`config.mk`:
```
export PLATFORM = sky130hd
export DESIGN_NAME = hex_scan_ctrl
export DESIGN_NICKNAME = d
export VERILOG_FILES = /design/src/rtl/hex_pkg.sv /design/src/rtl/hexdd.sv /design/src/rtl/hex_scan_ctrl.sv
export SDC_FILE = /design/constraint.sdc
export NUM_CORES = 1
export LEC_CHECK = 0
export ABC_AREA = 1
export BUFFER_PORTS_ARGS = -buffer_cell sky130_fd_sc_hd__buf_2
export CORE_MARGIN = 4
export CORE_UTILIZATION = 40
export DETAILED_ROUTE_END_ITERATION = 16
export SYNTH_ARGS = -nofsm -noshare
export SYNTH_HDL_FRONTEND = slang
export SYNTH_HIERARCHICAL = 1
export SYNTH_SLANG_ARGS = --single-unit
```
`constraint.sdc`:
```
create_clock -name clk -period 2.3 [get_ports clk]
set_input_delay 0.23 -clock clk [delete_from_list [all_inputs] [get_ports clk]]
set_output_delay 0.23 -clock clk [all_outputs]
set_load 0.02 [all_outputs]
```
`src/rtl/hex_pkg.sv`:
```
// Shared types and constants for the seven-segment scan controller.
package hex_pkg;
   typedef enum logic {DEAD, SHOW} scan_state_t;

   localparam logic [1:0] ADDR_VALUE     = 2'd0;
   localparam logic [1:0] ADDR_CTRL      = 2'd1;
   localparam int         CTRL_BLINK_BIT = 8;
   localparam int         CTRL_LZ_BIT    = 9;
   localparam logic [6:0] SEG_BLANK      = 7'h7F;
endpackage

```
`src/rtl/hexdd.sv`:
```
// Hex nibble to seven-segment decoder, active-low outputs, bit order {g,f,e,d,c,b,a}.
module hexdd (
   input  logic [3:0] nib_i,
   output logic [6:0] seg_o
);
   logic [6:0] on;

   always_comb begin
      on = 7'h00;
      case (nib_i)
         4'h0: on = 7'h3F;
         4'h1: on = 7'h06;
         4'h2: on = 7'h5B;
         4'h3: on = 7'h4F;
         4'h4: on = 7'h66;
         4'h5: on = 7'h6D;
         4'h6: on = 7'h7D;
         4'h7: on = 7'h07;
         4'h8: on = 7'h7F;
         4'h9: on = 7'h6F;
         4'hA: on = 7'h77;
         4'hB: on = 7'h7C;
         4'hC: on = 7'h39;
         4'hD: on = 7'h5E;
         4'hE: on = 7'h79;
         default: on = 7'h71;
      endcase
      seg_o = ~on;
   end
endmodule

```
`src/rtl/hex_scan_ctrl.sv`:
```
// MMIO-writable multiplexed seven-segment controller: register file, scan FSM with
// dead time, digit masking, leading-zero blanking and frame-counted blink.
module hex_scan_ctrl
   import hex_pkg::*;
#(
   parameter int NDIG      = 8,
   parameter int SCAN_DIV  = 5000,
   parameter int DEAD_CYC  = 50,
   parameter int BLINK_FRM = 100
) (
   input  logic            clk,
   input  logic            rst_n,
   input  logic            we,
   input  logic            re,
   input  logic [1:0]      addr,
   input  logic [31:0]     wdata,
   input  logic [3:0]      be,
   output logic [31:0]     rdata,
   output logic [6:0]      seg,
   output logic [NDIG-1:0] dig_n
);
   localparam int VW      = 4 * NDIG;
   localparam int CNT_MAX = (SCAN_DIV > DEAD_CYC) ? SCAN_DIV : DEAD_CYC;
   localparam int CNT_W   = $clog2(CNT_MAX);
   localparam int IDX_W   = (NDIG > 1) ? $clog2(NDIG) : 1;
   localparam int FRM_W   = (BLINK_FRM > 1) ? $clog2(BLINK_FRM) : 1;

   localparam logic [CNT_W-1:0] DEAD_LAST = CNT_W'(DEAD_CYC - 1);
   localparam logic [CNT_W-1:0] SCAN_LAST = CNT_W'(SCAN_DIV - 1);
   localparam logic [IDX_W-1:0] IDX_LAST  = IDX_W'(NDIG - 1);
   localparam logic [FRM_W-1:0] FRM_LAST  = FRM_W'(BLINK_FRM - 1);

   logic [VW-1:0]   value_q, value_d;
   logic [NDIG-1:0] en_q, en_d;
   logic            blink_q, blink_d, lz_q, lz_d;
   logic [31:0]     rdata_q, rdata_d;
   logic [31:0]     value_rd, ctrl_rd, wmask, value_wr, ctrl_wr;

   scan_state_t     state_q, state_d;
   logic [CNT_W-1:0] cnt_q, cnt_d;
   logic [IDX_W-1:0] idx_q, idx_d;
   logic [FRM_W-1:0] frame_q, frame_d;
   logic            blink_ph_q, blink_ph_d;
   logic [6:0]      seg_q, seg_d;
   logic [NDIG-1:0] dig_n_q, dig_n_d;

   logic [VW-1:0]   upper;
   logic [3:0]      nib;
   logic [6:0]      nib_seg;
   logic            blank;

   hexdd u_hexdd (.nib_i(nib), .seg_o(nib_seg));

   // Both registers are merged with wdata through a 32-bit view so byte enables
   // line up with the bus; bits beyond the implemented width simply fall away.
   always_comb begin
      wmask = {{8{be[3]}}, {8{be[2]}}, {8{be[1]}}, {8{be[0]}}};
      value_rd = '0;
      value_rd[VW-1:0] = value_q;
      ctrl_rd = '0;
      ctrl_rd[NDIG-1:0]      = en_q;
      ctrl_rd[CTRL_BLINK_BIT] = blink_q;
      ctrl_rd[CTRL_LZ_BIT]    = lz_q;
      value_wr = (value_rd & ~wmask) | (wdata & wmask);
      ctrl_wr  = (ctrl_rd & ~wmask) | (wdata & wmask);

      value_d = value_q;
      en_d    = en_q;
      blink_d = blink_q;
      lz_d    = lz_q;
      rdata_d = rdata_q;
      if (we && addr == ADDR_VALUE) value_d = value_wr[VW-1:0];
      if (we && addr == ADDR_CTRL) begin
         en_d    = ctrl_wr[NDIG-1:0];
         blink_d = ctrl_wr[CTRL_BLINK_BIT];
         lz_d    = ctrl_wr[CTRL_LZ_BIT];
      end
      if (re) begin
         case (addr)
            ADDR_VALUE: rdata_d = value_rd;
            ADDR_CTRL:  rdata_d = ctrl_rd;
            default:    rdata_d = '0;
         endcase
      end
   end

   always_comb begin
      state_d    = state_q;
      cnt_d      = cnt_q;
      idx_d      = idx_q;
      frame_d    = frame_q;
      blink_ph_d = blink_ph_q;
      case (state_q)
         DEAD: begin
            if (cnt_q == DEAD_LAST) begin
               state_d = SHOW;
               cnt_d   = '0;
            end else begin
               cnt_d = cnt_q + 1'b1;
            end
         end
         default: begin
            if (cnt_q == SCAN_LAST) begin
               state_d = DEAD;
               cnt_d   = '0;
               if (idx_q == IDX_LAST) begin
                  idx_d = '0;
                  if (frame_q == FRM_LAST) begin
                     frame_d    = '0;
                     blink_ph_d = ~blink_ph_q;
                  end else begin
                     frame_d = frame_q + 1'b1;
                  end
               end else begin
                  idx_d = idx_q + 1'b1;
               end
            end else begin
               cnt_d = cnt_q + 1'b1;
            end
         end
      endcase
   end

   // Outputs are decoded from the current state and registered, so seg and dig_n
   // switch together one cycle after the FSM.
   always_comb begin
      upper = value_q >> {idx_q, 2'b00};
      nib   = upper[3:0];
      blank = !en_q[idx_q] || (blink_q && !blink_ph_q) ||
              (lz_q && idx_q != '0 && upper == '0);
      dig_n_d = '1;
      seg_d   = SEG_BLANK;
      if (state_q == SHOW) begin
         dig_n_d[idx_q] = 1'b0;
         if (!blank) seg_d = nib_seg;
      end
   end

   always_ff @(posedge clk) begin
      if (!rst_n) begin
         value_q    <= '0;
         en_q       <= '1;
         blink_q    <= 1'b0;
         lz_q       <= 1'b0;
         rdata_q    <= '0;
         state_q    <= DEAD;
         cnt_q      <= '0;
         idx_q      <= '0;
         frame_q    <= '0;
         blink_ph_q <= 1'b1;
         seg_q      <= SEG_BLANK;
         dig_n_q    <= '1;
      end else begin
         value_q    <= value_d;
         en_q       <= en_d;
         blink_q    <= blink_d;
         lz_q       <= lz_d;
         rdata_q    <= rdata_d;
         state_q    <= state_d;
         cnt_q      <= cnt_d;
         idx_q      <= idx_d;
         frame_q    <= frame_d;
         blink_ph_q <= blink_ph_d;
         seg_q      <= seg_d;
         dig_n_q    <= dig_n_d;
      end
   end

   assign rdata = rdata_q;
   assign seg   = seg_q;
   assign dig_n = dig_n_q;
endmodule
```
==> key figures, run 1 <==
Run status
  – Status: finished, final reports clean

Drt
  – Antenna-violating nets left: 0
  – First-pass DRT Iterations: 5
  – DRC: 0
  – Routed WL: 14320 um
  – Vias/cell: 4.903
  – Initial DRC count: 331
  – DR WL/cell: 13.57 um
  – Via Count: 5173

Yosys
  – Number of synthesized flops with an enable pin: 0
  – Yosys top cell by area: dfxtp_1
  – Post-synth ARST share: 0%
  – Yosys reg bits: 114
  – Sequential share of the synthesized area: 41.04%
  – Top FF cell, synth: dfxtp_1
  – Top-area cell type share of the netlist area: 41.04%
  – Synth top area cells: dfxtp_1 (41%), nand2_1 (11%), o21ai_0 (7.3%)
  – Syn_nets: 833
  – Synth warn: 6
  – Post-Syn Area per Cell: 7.138 um2
  – Cells after synthesis: 779
  – Mapped cell area: 5560 um2
  – Count of different cell masters after synthesis: 42

Critical path
  – Worst setup EP type: flop
  – Worst-path cell chain: inv_4 > nand2_1 > nand3_1 > nand3_1 > nand2_2 > inv_1 > ha_1 > inv_1 > nand2_1 > nand2_1 > nand2_1 > nand2_1 > inv_1 > nand3_1
  – Crit-path max FO: 31
  – WP data required: 2.60 ns
  – Critical Path AT: 2.29 ns
  – Kind of critical path: flop to flop
  – Worst path most repeated cell: nand2_1
  – Worst setup SP type: flop
  – Critical Path Max Stage Delay: 0.34 ns
  – Slowest cell on the critical path: dfxtp_1

Floorplan
  – Num rows: 42
  – Die W: 125.9 um
  – Die area: 15850 um2
  – Initial Utilization: 41.33%
  – Core Footprint: 13450 um2
  – Height of the die: 125.9 um
  – IO Pins: 89

GRT
  – First-pass GRT wire length: 23830 um
  – Antenna violations before repair: 0
  – Vias in the first global route: 4917
  – Grt ovf: 0
  – GRT Total Usage: 18.45%
  – Largest net degree at the start of global routing: 41

Final layout
  – Net count, final: 920
  – Commonest non-fill, non-tap cell in the layout: nand2_1
  – Design Area, Final: 6731 um2
  – Ant. Diodes: 0
  – Fraction of layout cells with a size suffix above 1: 19.57%
  – Most frequent cells in the layout: nand2_1 (160), dfxtp_1 (114), inv_1 (98), buf_2 (88), o21ai_0 (81)
  – Layout area overhead: 21.06%

Clock network
  – Hold_buf cts: 0
  – CTS Buf Count: 17
  – Post-CTS Setup Repair Bufs: 0
  – CTS Buffer Depth: 2
  – TritonCTS clock tree: built
  – Root Buffer Master: clkbuf_16
  – H-tree levels: 4
  – Skew-Pair Late Insertion Delay: 0.42 ns
  – CTS resizes: 0
  – Clock transition at path regs: 0.06 ns
  – Clock sinks: 114

Timing
  – Final setup TNS: 0 ns
  – Worst Max-Slew Pin Slew: 0.6138 ns
  – Final Setup Violations: 0
  – Minimum clock period: 1.992 ns
  – Clock Skews: 0.005583 ns
  – Tcrit/Tclk final: 86.62%
  – Slew headroom: 59.08%
  – Hold Violations, Final: 0
  – FMAX: 502.0 MHz
  – Setup repair after global routing missed its margin: no
  – Pins Over Slew Limit: 0

Power and ir drop
  – Power Total: 5.043 mW
  – Max rail drop VDD: 0.0003769 V
  – Pwr dens: 749.1 nW/um2
  – Leak: 3.012 nW

Placed design
  – PortBufs: 88
  – Post-DP HPWL: 10730 um
  – Area post-placement: 6143 um2
  – Gpl congestion: 0.8785

Run
  – MaxCap Viol Count: 0

Hold path
  – Min-delay worst type: primary input to flop
[final timing paths]
kind,start,endpoint,slack (ns),cells past startpoint
max,idx_q[0],seg[3],0.31,14
min,wdata[4],flop,0.04,3
max reg2reg,idx_q[0],seg[3],0.31,14
min reg2reg,cnt_q[0],cnt_q[0],0.46,1
[stage by stage]
step,utilization (%),std cells,worst slack (ns),hold WS (ns)
global route,50.04,1055,0.03854,0.06061
finish,50.04,1055,0.3079,0.04379
detailed placement,45.67,1023,0.3010,0.4520
CTS,50.04,1055,0.2926,0.02780
floorplan,-,779,0.5195,0.3563
global placement,45.67,1023,0.3551,0.4488
[metal layers]
layer | share of wire (%) | global-route usage (%) | wire length [um] | vias to the layer above
met5 | 0 | 0 | 0 | -
met4 | 3.0 | 8.896 | 433 | 0
met3 | 4.6 | 4.826 | 654 | 35
met2 | 46 | 28.83 | 6524 | 116
met1 | 47 | 23.73 | 6708 | 2310
li1 | - | - | - | 2712
[critical path: cells and delay by family (launching register included)]
kind	cells	cell delay, ns
fa+ha+maj	1	0.31
buf+inv	4	0.47
flops	1	0.34
simple gates	9	0.75
[cell families (layout without fill, tap and decap cells)]
logic type	Yosys count	in the layout	synth area share, %
buf+inv	139	239	10.62
xor+xnor	11	11	1.733
fa+ha+maj	12	12	2.700
flops	114	114	41.04
simple gates	319	319	26.13
compound gates	184	184	17.78
[where the power goes]
| part | internal (mW) | total (mW) | leakage, nW | switching (mW) |
|---|---|---|---|---|
| combinational | 0.138 | 0.392 | 1.81 | 0.254 |
| sequential | 2.04 | 2.07 | 0.929 | 0.0357 |
| clock | 1.64 | 2.58 | 0.277 | 0.936 |
| total | 3.82 | 5.04 | 3.01 | 1.23 |
[cells in the mapped netlist (all sizes together) (7+ instances only)]
library cell	number
nand2	170
dfxtp	114
inv	103
o21ai	86
a21oi	80
nand3	69
nor2	62
clkbuf	20
buf	15
ha	12
o221ai	10
xor2	7
[cell type report]
class,count,area [um2]
fill,1399,6721
multi-input combinational,526,2688
sequential,114,2282
timing repair buffer,103,553.0
clock buffer,19,452.9
inverter,104,400.4
tap,176,220.2
clock inverter,13,135.1
Power figures use the tool's default switching activity.
==> run 2: changes to the inputs <==
--- a/config.mk
+++ b/config.mk
@@ -12,5 +12,4 @@
 export DETAILED_ROUTE_END_ITERATION = 16
 export SYNTH_ARGS = -nofsm -noshare
 export SYNTH_HDL_FRONTEND = slang
-export SYNTH_HIERARCHICAL = 1
 export SYNTH_SLANG_ARGS = --single-unit
==> key figures, run 2 <==
Timing
  – Pins Over Slew Limit: 0 (unchanged)
  – Final Setup Violations: 0 (unchanged)
  – Slew headroom: 63.60% (+4.5 points)
  – Final setup TNS: 0 ns (unchanged)
  – Minimum clock period: 2.039 ns (+0.04666 ns)
  – Hold Violations, Final: 0 (unchanged)
  – Tcrit/Tclk final: 88.64% (+2.0 points)
  – FMAX: 490.5 MHz (-2.3%)
  – Clock Skews: 0.007821 ns (+0.002238 ns)
  – Worst Max-Slew Pin Slew: 0.5447 ns (-0.06910 ns)

Hold path
  – Worst hold start: wdata[7]
  – Min-delay worst type: primary input to flop
  – Hold depth: 3 (unchanged)

Drt
  – Initial DRC count: 314 (-5.1%)
  – DR WL/cell: 14.12 um (+4.0%)
  – Antenna-violating nets left: 0 (unchanged)
  – Routed WL: 14530 um (+1.4%)
  – Vias/cell: 5.094 (+3.9%)
  – First-pass DRT Iterations: 5 (unchanged)
  – DRC: 0 (unchanged)
  – Via Count: 5242 (+1.3%)

Run status
  – Status: finished, final reports clean

Power and ir drop
  – Leak: 2.942 nW (-2.3%)
  – Pwr dens: 810.4 nW/um2 (+8.2%)
  – Reg power frac: 38.5% (-2.6 points)
  – Switching portion of total power: 21.62% (-2.7 points)
  – Max rail drop VDD: 0.0004705 V (+25%)
  – Power Total: 5.386 mW (+6.8%)
  – Sw Pwr: 1.164 mW (-5.0%)
  – Comb power frac: 7.3% (-0.5 points)
  – Clk pwr share: 54.2% (+3.1 points)
  – Internal: 4.222 mW (+11%)

Clock network
  – CTS Buffer Depth: 2 (unchanged)
  – Root Buffer Master: clkbuf_16
  – CTS Buf Count: 17 (unchanged)
  – TritonCTS clock tree: built
  – Skew-Pair Late Insertion Delay: 0.41 ns (about the same)
  – H-tree levels: 4 (unchanged)
  – Clock sinks: 114 (unchanged)
  – Clock transition at path regs: 0.05 ns (about the same)
  – Hold_buf cts: 0 (unchanged)

Yosys
  – Syn_nets: 804 (-3.5%)
  – Synth warn: 0 (-6)
  – Number of synthesized flops with an enable pin: 0 (unchanged)
  – Most frequent cell after synthesis: nand2_1
  – Synth top cells by count: nand2_1 (158), dfxtp_1 (114), inv_1 (79), o21ai_0 (78), a21oi_1 (74)
  – Post-Syn Area per Cell: 7.201 um2 (+0.88%)
  – Post-synth ARST share: 0% (unchanged)
  – Count of different cell masters after synthesis: 42 (unchanged)
  – Mapped cell area: 5408 um2 (-2.7%)
  – Synth top area cells: dfxtp_1 (42%), nand2_1 (11%), o21ai_0 (7.2%)
  – Yosys top cell by area: dfxtp_1
  – Top FF cell, synth: dfxtp_1
  – Sequential share of the synthesized area: 42.20% (+1.2 points)
  – Yosys reg bits: 114 (unchanged)
  – Cells after synthesis: 751 (-3.6%)
  – Top-area cell type share of the netlist area: 42.20% (+1.2 points)

Critical path
  – Worst-path cell chain: buf_4 > inv_6 > nand2_1 > nand3_1 > nand2_1 > inv_1 > nand2_1 > inv_1 > ha_1 > nand2_1 > a21oi_1 > o21ai_0 > inv_1 > nand3_1 > nor2_2 > nand2_2 > nand3_1
  – Worst path most repeated cell: nand2_1
  – R2R Setup Slk: 0.26 ns (-0.05 ns)
  – WP data required: 2.65 ns (+0.05 ns)
  – Critical Path Max Stage Delay: 0.31 ns (-0.03 ns)
  – Slowest cell on the critical path: dfxtp_1
  – Kind of critical path: flop to flop
  – Worst reg2reg path depth: 17 (+3)
  – Worst setup SP type: flop
  – Reg-to-reg critical path endpoint: seg[4]
  – RR Startpoint: idx_q[0]
  – Critical Path AT: 2.39 ns (+0.10 ns)
  – Crit-path max FO: 14 (-55%)
  – Worst setup EP type: flop

Final layout
  – Fraction of layout cells with a size suffix above 1: 20.16% (+0.60 points)
  – Most frequent cells in the layout: nand2_1 (157), dfxtp_1 (112), buf_2 (88), o21ai_0 (78), inv_1 (78)
  – Layout area overhead: 22.91%
  – Core Util, Final: 50.19% (+0.15 points)
  – Commonest non-fill, non-tap cell in the layout: nand2_1
  – Design Area, Final: 6646 um2 (-1.3%)
  – Ant. Diodes: 0 (unchanged)
  – Net count, final: 893 (-2.9%)

Floorplan
  – Die W: 124.3 um (-1.3%)
  – Core Footprint: 13240 um2 (-1.6%)
  – Height of the die: 124.3 um (-1.3%)
  – Die area: 15440 um2 (-2.6%)
  – IO Pins: 89 (unchanged)
  – Initial Utilization: 40.84% (-0.50 points)
  – Num rows: 42 (unchanged)

Placed design
  – Area post-placement: 5983 um2 (-2.6%)
  – PortBufs: 88 (unchanged)
  – Post-DP HPWL: 10930 um (+1.9%)
  – Gpl congestion: 0.9002 (+2.5%)

GRT
  – Antenna violations before repair: 0 (unchanged)
  – GRT Total Usage: 19.06% (+0.61 points)
  – First-pass GRT wire length: 24410 um (+2.4%)
  – Vias in the first global route: 5022 (+2.1%)
  – Grt ovf: 0 (unchanged)
  – Largest net degree at the start of global routing: 41 (unchanged)

Run
  – MaxCap Viol Count: 0 (unchanged)
run 2: kinds of logic (layout without fill, tap and decap cells):
group / after synthesis / count (layout) / share of synthesized area (%)
AO/OA/AOI/OAI: 171 / 171 / 16.75
XOR/XNOR: 10 / 10 / 1.620
adder cells (fa/ha/maj): 11 / 11 / 2.545
buffers and inverters: 124 / 226 / 10.06
flip-flops: 114 / 114 / 42.20
AND/OR/NAND/NOR: 321 / 321 / 26.82
run 2: cell type report:
type | instances | area (um2)
well taps | 176 | 220.2
multi-input cells | 513 | 2584
inverters | 91 | 346.6
flip-flops and latches | 114 | 2285
clock inverters | 11 | 207.7
fillers | 1344 | 6596
clock buffers | 21 | 450.4
repair buffers | 103 | 553.0
run 2: what timing repair did:
item | in CTS | in global routing
endpoints found under the hold margin | 0 | 0
setup buffers | 0 | 0
resized for setup | 0 | 4
setup endpoints to repair | 0 | 7
run 2: layer usage:
metal  up-vias  track usage, %  routed length [um]
li1       2647               -                   -
met1      2425           24.90                6800
met2       151           30.92                6750
met3        19           4.717                 779
met4         0           6.254                 197
met5         -               0                   0
run 2: worst max-delay path by stage:
stage                  start  endpoint  slack, ns
floorplan           idx_q[0]    seg[2]       0.42
global placement    idx_q[1]    seg[4]       0.27
detailed placement  idx_q[1]    seg[6]       0.17
CTS                 idx_q[1]    seg[6]       0.16
global route        idx_q[0]    seg[5]     -0.004
finish              idx_q[0]    seg[4]       0.26
run 2: through the flow:
stage / std cells / hold WS, ns / worst slack, ns
after floorplan: 751 / 0.3432 / 0.4193
after global placement: 997 / 0.4447 / 0.2696
after detailed placement: 997 / 0.4573 / 0.1729
after CTS: 1029 / 0.02486 / 0.1593
after global routing: 1029 / 0.03246 / -0.003799
final: 1029 / 0.04324 / 0.2612
run 2: worst max-delay path, delay by kind of cell (launching register included):
family | cells | cell delay, ns
AND/OR/NAND/NOR | 9 | 0.75
buffers and inverters | 5 | 0.52
flip-flops | 1 | 0.31
adder cells (fa/ha/maj) | 1 | 0.20
AO/OA/AOI/OAI | 2 | 0.20
run 2: power groups by stage:
stage | Clock, mW | Sequential, mW | Combinational (mW)
3_3_place_gp | 0 | 2.11 | 0.386
3_5_place_dp | 0 | 2.11 | 0.388
2_1_floorplan | 0 | 2.14 | 0.211
6_report | 2.92 | 2.07 | 0.391
4_1_cts | 2.97 | 2.07 | 0.391
5_1_grt | 3.07 | 2.08 | 0.440
